### config.mk
export PLATFORM = sky130hd
export DESIGN_NAME = pixel_distributor
export DESIGN_NICKNAME = d
export VERILOG_FILES = /design/src/rtl/pixel_distributor.sv
export SDC_FILE = /design/constraint.sdc
export NUM_CORES = 1
export LEC_CHECK = 0
export CORE_UTILIZATION = 50
export DETAILED_ROUTE_END_ITERATION = 10
export HOLD_SLACK_MARGIN = 0.12
export PLACE_DENSITY = 0.89
export SLEW_MARGIN = 25
export SYNTH_ARGS = -nofsm -noshare
export SYNTH_HDL_FRONTEND = slang
export SYNTH_SLANG_ARGS = --single-unit
### constraint.sdc
create_clock -name clk -period 2.95 [get_ports clk]
set_input_delay 0.59 -clock clk [delete_from_list [all_inputs] [get_ports clk]]
set_output_delay 0.59 -clock clk [all_outputs]
set_load 0.005 [all_outputs]
### src/rtl/pixel_distributor.sv
// Raster-order coordinate scheduler: hands (x,y) pairs round-robin to a bank of
// pixel engines, skipping busy/full engines, and flags frame completion.
module pixel_distributor #(
  parameter int DATA_WIDTH   = 32,
  parameter int NUM_ENGINES  = 4,
  parameter int ENG_IDX_SIZE = 2,
  parameter int X_SIZE       = 640,
  parameter int Y_SIZE       = 480
) (
  input  logic                    clk,
  input  logic                    reset,
  input  logic                    start,
  input  logic [NUM_ENGINES-1:0]  engine_busy,
  input  logic [NUM_ENGINES-1:0]  full_queue,
  output logic [NUM_ENGINES-1:0]  issue_valid,
  output logic [DATA_WIDTH-1:0]   xpixel_o,
  output logic [DATA_WIDTH-1:0]   ypixel_o,
  output logic [ENG_IDX_SIZE-1:0] grant_idx,
  output logic                    busy,
  output logic                    frame_done
);

  localparam int XW = (X_SIZE > 1) ? $clog2(X_SIZE) : 1;
  localparam int YW = (Y_SIZE > 1) ? $clog2(Y_SIZE) : 1;
  localparam logic [XW-1:0] X_MAX = XW'(X_SIZE - 1);
  localparam logic [YW-1:0] Y_MAX = YW'(Y_SIZE - 1);

  typedef enum logic [1:0] {IDLE, ISSUE, DRAIN, DONE} state_e;

  state_e                  state_q, state_d;
  logic [XW-1:0]           x_q, x_d;
  logic [YW-1:0]           y_q, y_d;
  logic [ENG_IDX_SIZE-1:0] ptr_q, ptr_d;
  logic [NUM_ENGINES-1:0]  issue_valid_q, issue_valid_d;
  logic [DATA_WIDTH-1:0]   xpixel_q, xpixel_d;
  logic [DATA_WIDTH-1:0]   ypixel_q, ypixel_d;
  logic [ENG_IDX_SIZE-1:0] grant_idx_q, grant_idx_d;
  logic                    busy_q, busy_d;
  logic                    frame_done_q, frame_done_d;

  logic [NUM_ENGINES-1:0]  eligible;
  logic [NUM_ENGINES-1:0]  rot;
  logic                    found;
  logic [ENG_IDX_SIZE-1:0] win;

  // Search order is rotated so bit 0 of rot is the engine after the pointer;
  // issue_valid_q masks the engine granted last cycle before it raises busy.
  always_comb begin
    eligible = ~engine_busy & ~full_queue & ~issue_valid_q;
    rot      = NUM_ENGINES'({eligible, eligible} >> (32'(ptr_q) + 32'd1));
    found    = 1'b0;
    win      = '0;
    for (int unsigned k = 0; k < NUM_ENGINES; k++) begin
      if (!found && rot[k]) begin
        found = 1'b1;
        win   = ENG_IDX_SIZE'((32'(ptr_q) + 32'd1 + k) % 32'(NUM_ENGINES));
      end
    end
  end

  always_comb begin
    state_d       = state_q;
    x_d           = x_q;
    y_d           = y_q;
    ptr_d         = ptr_q;
    issue_valid_d = '0;
    xpixel_d      = xpixel_q;
    ypixel_d      = ypixel_q;
    grant_idx_d   = grant_idx_q;
    busy_d        = busy_q;
    frame_done_d  = 1'b0;
    case (state_q)
      IDLE: begin
        x_d = '0;
        y_d = '0;
        if (start) begin
          state_d = ISSUE;
          busy_d  = 1'b1;
        end
      end
      ISSUE: begin
        if (found) begin
          issue_valid_d = NUM_ENGINES'(1) << win;
          xpixel_d      = DATA_WIDTH'(x_q);
          ypixel_d      = DATA_WIDTH'(y_q);
          grant_idx_d   = win;
          ptr_d         = win;
          if (x_q == X_MAX) begin
            x_d = '0;
            if (y_q == Y_MAX) state_d = DRAIN;
            else              y_d = y_q + YW'(1);
          end else begin
            x_d = x_q + XW'(1);
          end
        end
      end
      DRAIN: begin
        if (engine_busy == '0) state_d = DONE;
      end
      DONE: begin
        frame_done_d = 1'b1;
        busy_d       = 1'b0;
        state_d      = IDLE;
      end
      default: state_d = IDLE;
    endcase
  end

  always_ff @(posedge clk) begin
    if (reset) begin
      state_q       <= IDLE;
      x_q           <= '0;
      y_q           <= '0;
      ptr_q         <= ENG_IDX_SIZE'(NUM_ENGINES - 1);
      issue_valid_q <= '0;
      xpixel_q      <= '0;
      ypixel_q      <= '0;
      grant_idx_q   <= '0;
      busy_q        <= 1'b0;
      frame_done_q  <= 1'b0;
    end else begin
      state_q       <= state_d;
      x_q           <= x_d;
      y_q           <= y_d;
      ptr_q         <= ptr_d;
      issue_valid_q <= issue_valid_d;
      xpixel_q      <= xpixel_d;
      ypixel_q      <= ypixel_d;
      grant_idx_q   <= grant_idx_d;
      busy_q        <= busy_d;
      frame_done_q  <= frame_done_d;
    end
  end

  assign issue_valid = issue_valid_q;
  assign xpixel_o    = xpixel_q;
  assign ypixel_o    = ypixel_q;
  assign grant_idx   = grant_idx_q;
  assign busy        = busy_q;
  assign frame_done  = frame_done_q;

endmodule
=== After elaboration in Yosys (flattened, before gate mapping) ===
Cells that the tools add are included.

* Add/sub/neg operators: 6
* Reductions and logical operators: 16
* Bitwise logic cells: 7
* Equal/unequal tests: 11
* Shift-type cells: 2
* Mux-type cells: 24

{| class="wikitable"
|+ Operator list
! operator !! number
|-
| $mux W9 || 3
|-
| $mux W10 || 2
|-
| $pmux W10 S2 || 1
|-
| $mux W2 || 9
|-
| $pmux W9 S2 || 1
|-
| $ne A2 B2 Y1 const B || 6
|-
| $not A4 Y4 || 3
|-
| $add A10 B1 Y10 const B || 1
|-
| $eq A10 B10 Y1 const B || 1
|-
| $add A9 B1 Y9 const B || 1
|-
| $eq A9 B9 Y1 const B || 1
|-
| $and A4 B4 Y4 || 2
|-
| $pmux W2 S4 || 1
|-
| $shr A8 B3 Y4 || 1
|-
| $mux W1 || 6
|-
| $reduce_and A2 Y1 || 3
|-
| $reduce_and A5 Y1 || 1
|-
| $add A2 B2 Y2 const B || 2
|-
| $eq A2 B2 Y1 const B || 2
|-
| $logic_not A4 Y1 || 1
|-
| $reduce_and A4 Y1 || 1
|-
| $reduce_bool A2 Y1 || 2
|-
| $shl A1 B2 Y4 const A || 1
|-
| $add A2 B1 Y3 const B || 1
|-
| other kinds (8) || 13
|}

* Flip-flop bits (word level): 50
* Output and inout port bits: 72
* Word-level logic and storage cells: 76

=== Depth between registers and ports, before layout ===
Gate-level depths: netlist of run 1.

* Depth in word-level cells: 16
* Gate-level depth with buffers: 8

=== Worst setup path before layout of run 1 ===
No wires, ideal clock.

* Path type: input-to-reg
* From: input full_queue[0]
* To: register x_q[8]
* Buffers on the path: 0
* Path slack: 1026 ps
* Required time: 2891 ps
* Stages on the path: 5
* Setup time: 59 ps
* Data arrival time: 1865 ps
* Cell sequence: nor3_2 > nor4_4 > a21o_1 > or4_1 > nand2_1

* Cells in the longest elaborated chain, start to end: 16

{| class="wikitable"
|+ RTL lines
! what !! RTL line !! source
|-
| from (decl) || 14 || <nowiki>input logic [NUM_ENGINES-1:0] full_queue,</nowiki>
|-
| $not A4 Y4 * || 49 || <nowiki>eligible = ~engine_busy & ~full_queue & ~issue_valid_q;</nowiki>
|-
| $and A4 B4 Y4 * (2 in a row) || 49 ||
|-
| $shr A8 B3 Y4 * || 50 || <nowiki>rot = NUM_ENGINES'({eligible, eligible} >> (32'(ptr_q) + 32'd1));</nowiki>
|-
| $mux W1 || 54 || <nowiki>if (!found && rot[k]) begin</nowiki>
|-
| $logic_not A1 Y1 || 54 ||
|-
| $logic_and A1 B1 Y1 || 54 ||
|-
| $mux W1 || 54 ||
|-
| $logic_not A1 Y1 || 54 ||
|-
| $logic_and A1 B1 Y1 || 54 ||
|-
| $mux W1 || 54 ||
|-
| $logic_not A1 Y1 || 54 ||
|-
| $logic_and A1 B1 Y1 || 54 ||
|-
| $mux W1 * || 54 ||
|-
| $ne A2 B2 Y1 (no source line) * || -- ||
|-
| $reduce_and A2 Y1 (no source line) * || -- ||
|-
| to (signal assigned) || 112 || <nowiki>x_q <= '0;</nowiki>
|-
| to (signal assigned) || 123 || <nowiki>x_q <= x_d;</nowiki>
|-
| to (decl) || 31 || <nowiki>logic [XW-1:0] x_q, x_d;</nowiki>
|}

Every way passes the cells marked *; elsewhere a longest branch is shown, timed or not.
A chain may end at the register's enable or synchronous reset.

=== Worst setup path after layout of run 1 ===
* From: input engine_busy[1]
* To: register x_q[5]

* Cells in the longest elaborated chain, start to end: 16

{| class="wikitable"
|+ RTL lines
! what !! RTL line !! source
|-
| from (decl) || 13 || <nowiki>input logic [NUM_ENGINES-1:0] engine_busy,</nowiki>
|-
| $not A4 Y4 * || 49 ||
|-
| $and A4 B4 Y4 * (2 in a row) || 49 ||
|-
| $shr A8 B3 Y4 * || 50 ||
|-
| $mux W1 || 54 ||
|-
| $logic_not A1 Y1 || 54 ||
|-
| $logic_and A1 B1 Y1 || 54 ||
|-
| $mux W1 || 54 ||
|-
| $logic_not A1 Y1 || 54 ||
|-
| $logic_and A1 B1 Y1 || 54 ||
|-
| $mux W1 || 54 ||
|-
| $logic_not A1 Y1 || 54 ||
|-
| $logic_and A1 B1 Y1 || 54 ||
|-
| $mux W1 * || 54 ||
|-
| $ne A2 B2 Y1 (no source line) * || -- ||
|-
| $reduce_and A2 Y1 (no source line) * || -- ||
|}

Marks and branches as above.

==> results_dict.tcl, run 1 <==
set metrics [dict create \
    p_per_area_nw_per_um2 580 \
    initial_utilization 0.517 \
    timing.final.setup_violations 0 \
    hpwl_after_dpl_um 3870 \
    leak_pwr_nw 1.13 \
    drt_first_iter_violations 93 \
    yosysTopAreaCell "dfxtp_1" \
    numClockSinks 50 \
    crit_path_cell_trace "clkdlybuf4s50_1, nor3_2, o41ai_4, buf_4, o21ai_1, nor2_1" \
    ff2ff_setup_slack_ps 870 \
    design.die.area_um2 5580 \
    grt_pass1_wl_um 8220 \
    synthesis.yosys.warnings 0 \
    ys_seq_area_frac 0.379 \
    ant_nets 0 \
    cap_viol_max_count 0 \
    critPathLaunchType "input port" \
    routed_via_density 5.04 \
    cp_slowest_stage_delay_ps 460 \
    cts-root-to-sink-buffers 2 \
    fmax_mhz 440 \
    drive_above_1_share 0.0886 \
    power.total_mw 1.76 \
    dp_slack_ps 370 \
    std_cell_rows 26 \
    final-seq-area_um2 1000 \
    cts.root.buffer_cell "clkbuf_8" \
    timing.hold.ws_ps 456 \
    cts-buffers-inserted 5 \
    max-slew-margin-rel 0.593 \
    postSynth.topFlopCell "dfxtp_1" \
    finalMaxSlewViolations 0 \
    remaining_drc_errors 0 \
    worstMarginPinSlew_ps 609 \
    chipWidth_um 74.7 \
    gate_count_post_synth 309 \
    globalRouteTotalUtil 0.198 \
    grt-ovfl-total 0 \
    die_y_um 74.7 \
    vias 2115 \
    power.ir.vdd_worst_mv 0.396 \
    finish.net_count 366 \
    areaGrowthSynthToFinish_pct 15.2 \
    yosys_register_bits 50 \
    ctsResizeCount 0 \
    number_of_global_route_vias_before_repair 1814 \
    drt_pass1_iterations 4 \
    grt_start_max_net_pins 21 \
    port_buffers 37 \
    finalHoldViolCount 0 \
    yosysTopAreaCellShare 0.379 \
    worst_path_fanout_max 9 \
    holdPathStages 2 \
    post-cts-setup-buffers 0 \
    avgSynthCellArea_um2 8.55 \
    clk_pin_slew_worst_paths_ps 90 \
    synth_edf_count 0 \
    timing.hold.worst.class "flip-flop to flip-flop" \
    synth-async-reset-ratio 0 \
    post_drt_wl_per_cell_um 12.2 \
    worst_r2r_endpoint "state_q[1]$_SDFFE_PP0P_" \
    worst_clock_skew_ps 12.9 \
    gpl.final_weighted_congestion 0.860 \
    tritoncts "yes" \
    post_synth_design_cell_area_um2 2640 \
    whs_endpoint "ypixel_o[4]$_SDFFE_PP0P_" \
    antenna_found_initial 0 \
    unrepaired_setup_endpoints_after_global_routing "no" \
    min_period_over_period 0.770 \
    antenna-diode-count 0 \
    timing.reg2reg.worst_path_depth 6 \
    hold_buf_cts 0 \
    layout_setup_ws_ps 677 \
    path_class "input port to flip-flop" \
    coreArea_um2 5110 \
    worst_hold_path_startpoint "ypixel_o[4]$_SDFFE_PP0P_" \
    capturing_element_type_of_the_critical_path "flip-flop" \
    n_fill_cell 460 \
    critical_path.slowest_cell "clkdlybuf4s50_1" \
    post_layout_minimum_cycle_time_ps 2270 \
    worst_skew_pair.late_latency_ps 310 \
    worst_path_required_ps 3130 \
    io_pins 83 \
    critical_path.reg2reg.startpoint "x_q[0]$_SDFFE_PP0P_" \
    multi_input_combinational_cell_area_um2 1390 \
    post_synth_num_cell_types 51 \
    cts_max_level 2 \
    worstPathArrival_ps 2450 \
    fin_setup_tns_ps 0 \
    routed_wl_um 5120 \
    netlist_top_cells_area "dfxtp_1 (38%), buf_4 (13%), nand2_1 (7.5%)" \
    status "completed" \
]
-- kinds of logic after synthesis --
logic type,count (synthesis),synth area share
and+or+nand+nor,120,0.241
buffers and inverters,62,0.159
other,1,0.00142
DFF,50,0.379
xor gates and xnor gates,12,0.0398
AOI/OAI and AO/OA,55,0.141
muxes,3,0.0114
adders and majority gates,6,0.0284
-- cells in the final DEF, fill, tap and decap left out, types with 3 or more instances in the layout --
cell type,Yosys,final
nand2_1,53,53
dfxtp_1,50,50
conb_1,1,45
clkdlybuf4s50_1,0,37
a21oi_1,29,29
nor2_1,25,25
xnor2_1,11,11
buf_4,46,8
nand3_1,7,7
inv_1,6,6
ha_1,6,6
clkbuf_8,0,5
nor3_2,4,4
and3_1,4,4
nand4_1,4,4
or3_1,3,3
o211ai_1,3,3
nand2b_1,3,3
mux2i_1,3,3
nor4_1,3,3
a211oi_1,3,3
-- sequential cells by signal, summed over array words and instances, names as in the netlist --
register and cells:
frame_done 1, grant_idx 2, state_q 2, y_q 9
ptr_q 2, busy 1, xpixel_o 10, x_q 10
ypixel_o 9, issue_valid 4
-- final cells by class --
class / count / area share
well taps: 70 / 0.0288
repair buffers: 45 / 0.142
flip-flops and latches: 50 / 0.329
multi-input cells: 241 / 0.456
inverters: 6 / 0.00740
clock buffers: 5 / 0.0226
clock inverters: 3 / 0.0148
-- worst max-delay path by stage --
stage | start | end | slack (ps) | depth (start not counted)
floorplan | full_queue[0] | x_q[8]$_SDFFE_PP0P_ | 1030 | 5
global placement | engine_busy[1] | x_q[1]$_SDFFE_PP0P_ | 420 | 6
detailed placement | engine_busy[1] | x_q[5]$_SDFFE_PP0P_ | 370 | 6
CTS | engine_busy[1] | x_q[5]$_SDFFE_PP0P_ | 710 | 6
global route | engine_busy[1] | x_q[2]$_SDFFE_PP0P_ | 500 | 6
finish | engine_busy[1] | x_q[5]$_SDFFE_PP0P_ | 680 | 6
-- layer usage --
metal | vias up | wire [um] | GRT usage
met5 | - | 0 | 0
met4 | 0 | 88 | 0.0881
met3 | 12 | 192 | 0.0589
met2 | 63 | 2570 | 0.330
met1 | 992 | 2260 | 0.236
li1 | 1048 | - | -
-- metrics by stage --
step           utilization  cells  cell area (um2)
2_1_floorplan            -    353             2810
3_3_place_gp         0.573    412             2930
3_5_place_dp         0.573    412             2930
4_1_cts              0.596    420             3040
5_1_grt              0.596    420             3040
6_report             0.596    420             3040
-- worst max-delay path, delay by kind of cell --
family	cells	cell delay [ps]
buffers and inverters	2	670
and+or+nand+nor	2	550
AOI/OAI and AO/OA	2	630
-- power breakdown --
part	internal, mW	switching (mW)	leakage [nW]
Sequential	0.717	0.0467	0.404
Clock	0.252	0.234	0.0504
Combinational	0.193	0.322	0.677
Total	1.16	0.603	1.13
-- synthesized netlist by cell type, drive strengths merged (4+ instances only) --
master  instances
nand2          53
buf            52
dfxtp          50
a21oi          29
nor2           25
xnor2          11
nand3           7
nor3            7
nor4            7
ha              6
inv             6
nand4           5
and3            4
clkbuf          4
No activity file was read; power rests on OpenSTA's default activity.
==> inputs of run 2 (changes only) <==
Settings changed: CORE_UTILIZATION 50 to 47, PLACE_DENSITY 0.89 to 0.85.
Clock period 2.95 ns to 2.1 ns, I/O delays scaled along.
==> results_dict.tcl, run 2 (synthesis results as in run 1) <==
set metrics [dict create \
    status "completed" \
    power.ir.vdd_worst_mv 0.413 \
    worst_clock_skew_ps 6.35 \
    ctsResizeCount 0 \
    placed_area_um2 3070 \
    grt-ovfl-total 0 \
    io_pins 83 \
    design.die.area_um2 5920 \
    post_layout_minimum_cycle_time_ps 1960 \
    std_cell_rows 26 \
    power.total_mw 2.56 \
    chipWidth_um 77.0 \
    ant_nets 0 \
    initial_utilization 0.501 \
    capturing_element_type_of_the_critical_path "flip-flop" \
    path_class "input port to flip-flop" \
    post-cts-setup-buffers 0 \
    worstPathArrival_ps 2130 \
    antenna_found_initial 0 \
    mostFrequentLayoutCell "nand2_1" \
    finish.instance_area_um2 3190 \
    port_buffers 37 \
    fmax_mhz 511 \
    hpwl_after_dpl_um 4020 \
    drt_pass1_iterations 4 \
    leak_pwr_nw 1.22 \
    max-slew-margin-rel 0.658 \
    p_per_area_nw_per_um2 805 \
    globalRouteTotalUtil 0.189 \
    die_y_um 77.0 \
    finalHoldViolCount 0 \
    grt_start_max_net_pins 22 \
    min_period_over_period 0.932 \
    drt_first_iter_violations 78 \
    cts.root.buffer_cell "clkbuf_8" \
    numClockSinks 50 \
    unrepaired_setup_endpoints_after_global_routing "no" \
    cap_viol_max_count 0 \
    routed_via_density 4.96 \
    worst_path_required_ps 2280 \
    vias 2167 \
    post_drt_wl_per_cell_um 11.9 \
    number_of_global_route_vias_before_repair 2113 \
    multi_input_combinational_cell_area_um2 1390 \
    timing.hold.worst.class "flip-flop to flip-flop" \
    worst_path_fanout_max 6 \
    drive_above_1_share 0.134 \
    tritoncts "yes" \
    cts-buffers-inserted 5 \
    worstMarginPinSlew_ps 510 \
    coreArea_um2 5270 \
    clk_pin_slew_worst_paths_ps 90 \
    n_fill_cell 464 \
    antenna-diode-count 0 \
    cts_max_level 2 \
    hold_buf_cts 0 \
    cts-root-to-sink-buffers 2 \
    final-seq-area_um2 1000 \
    timing.final.setup_violations 0 \
    finish.net_count 383 \
    gpl.final_weighted_congestion 0.883 \
    routed_wl_um 5210 \
    critPathLaunchType "input port" \
    remaining_drc_errors 0 \
    worst_skew_pair.late_latency_ps 300 \
    areaGrowthSynthToFinish_pct 20.6 \
    most-common-layout-cells "nand2_1 (53), dfxtp_1 (50), conb_1 (45)" \
    finalMaxSlewViolations 0 \
    grt_pass1_wl_um 9140 \
]
==> run 2: path summary, 6_finish.rpt <==
path	from	endpoint	slack, ps	cells after the start
max	engine_busy[0]	x_q[1]$_SDFFE_PP0P_	140	7
min	ypixel_o[3]$_SDFFE_PP0P_	ypixel_o[3]$_SDFFE_PP0P_	460	2
max reg2reg	x_q[1]$_SDFFE_PP0P_	state_q[1]$_SDFFE_PP0P_	160	6
min reg2reg	ypixel_o[3]$_SDFFE_PP0P_	ypixel_o[3]$_SDFFE_PP0P_	460	2
==> run 2: metal layers <==
layer / vias to the layer above / share of wire / global-route usage
li1: 1087 / - / -
met1: 997 / 0.43 / 0.216
met2: 74 / 0.51 / 0.337
met3: 9 / 0.049 / 0.0440
met4: 0 / 0.015 / 0.0788
met5: - / 0 / 0
==> run 2: layout make-up <==
type,instances,area share
clock inverter,3,0.0141
multi-input combinational,241,0.436
timing repair buffer,62,0.179
clock buffer,5,0.0216
inverter,6,0.00707
tap,70,0.0275
sequential,50,0.314
==> run 2: report_power, final <==
part,internal [mW],switching [mW]
Combinational,0.341,0.497
Sequential,1.01,0.0450
Clock,0.354,0.319
==> run 2: worst max-delay path: stages <==
cell and delay (ps):
clkdlybuf4s50_1 490, nor3_2 70, buf_4 150, nor4_4 460, a21o_1 270, mux2i_1 220
nor2_1 60
==> run 2: metrics by stage <==
step	hold WS, ps	setup WS, ps	instances	utilization	TNS [ps]
after floorplan	440	303	353	-	0
after global placement	443	-174	429	0.582	-2150
after detailed placement	447	-197	429	0.582	-3170
after CTS	459	126	437	0.604	0
after global routing	487	11.3	437	0.604	0
final	456	142	437	0.604	0
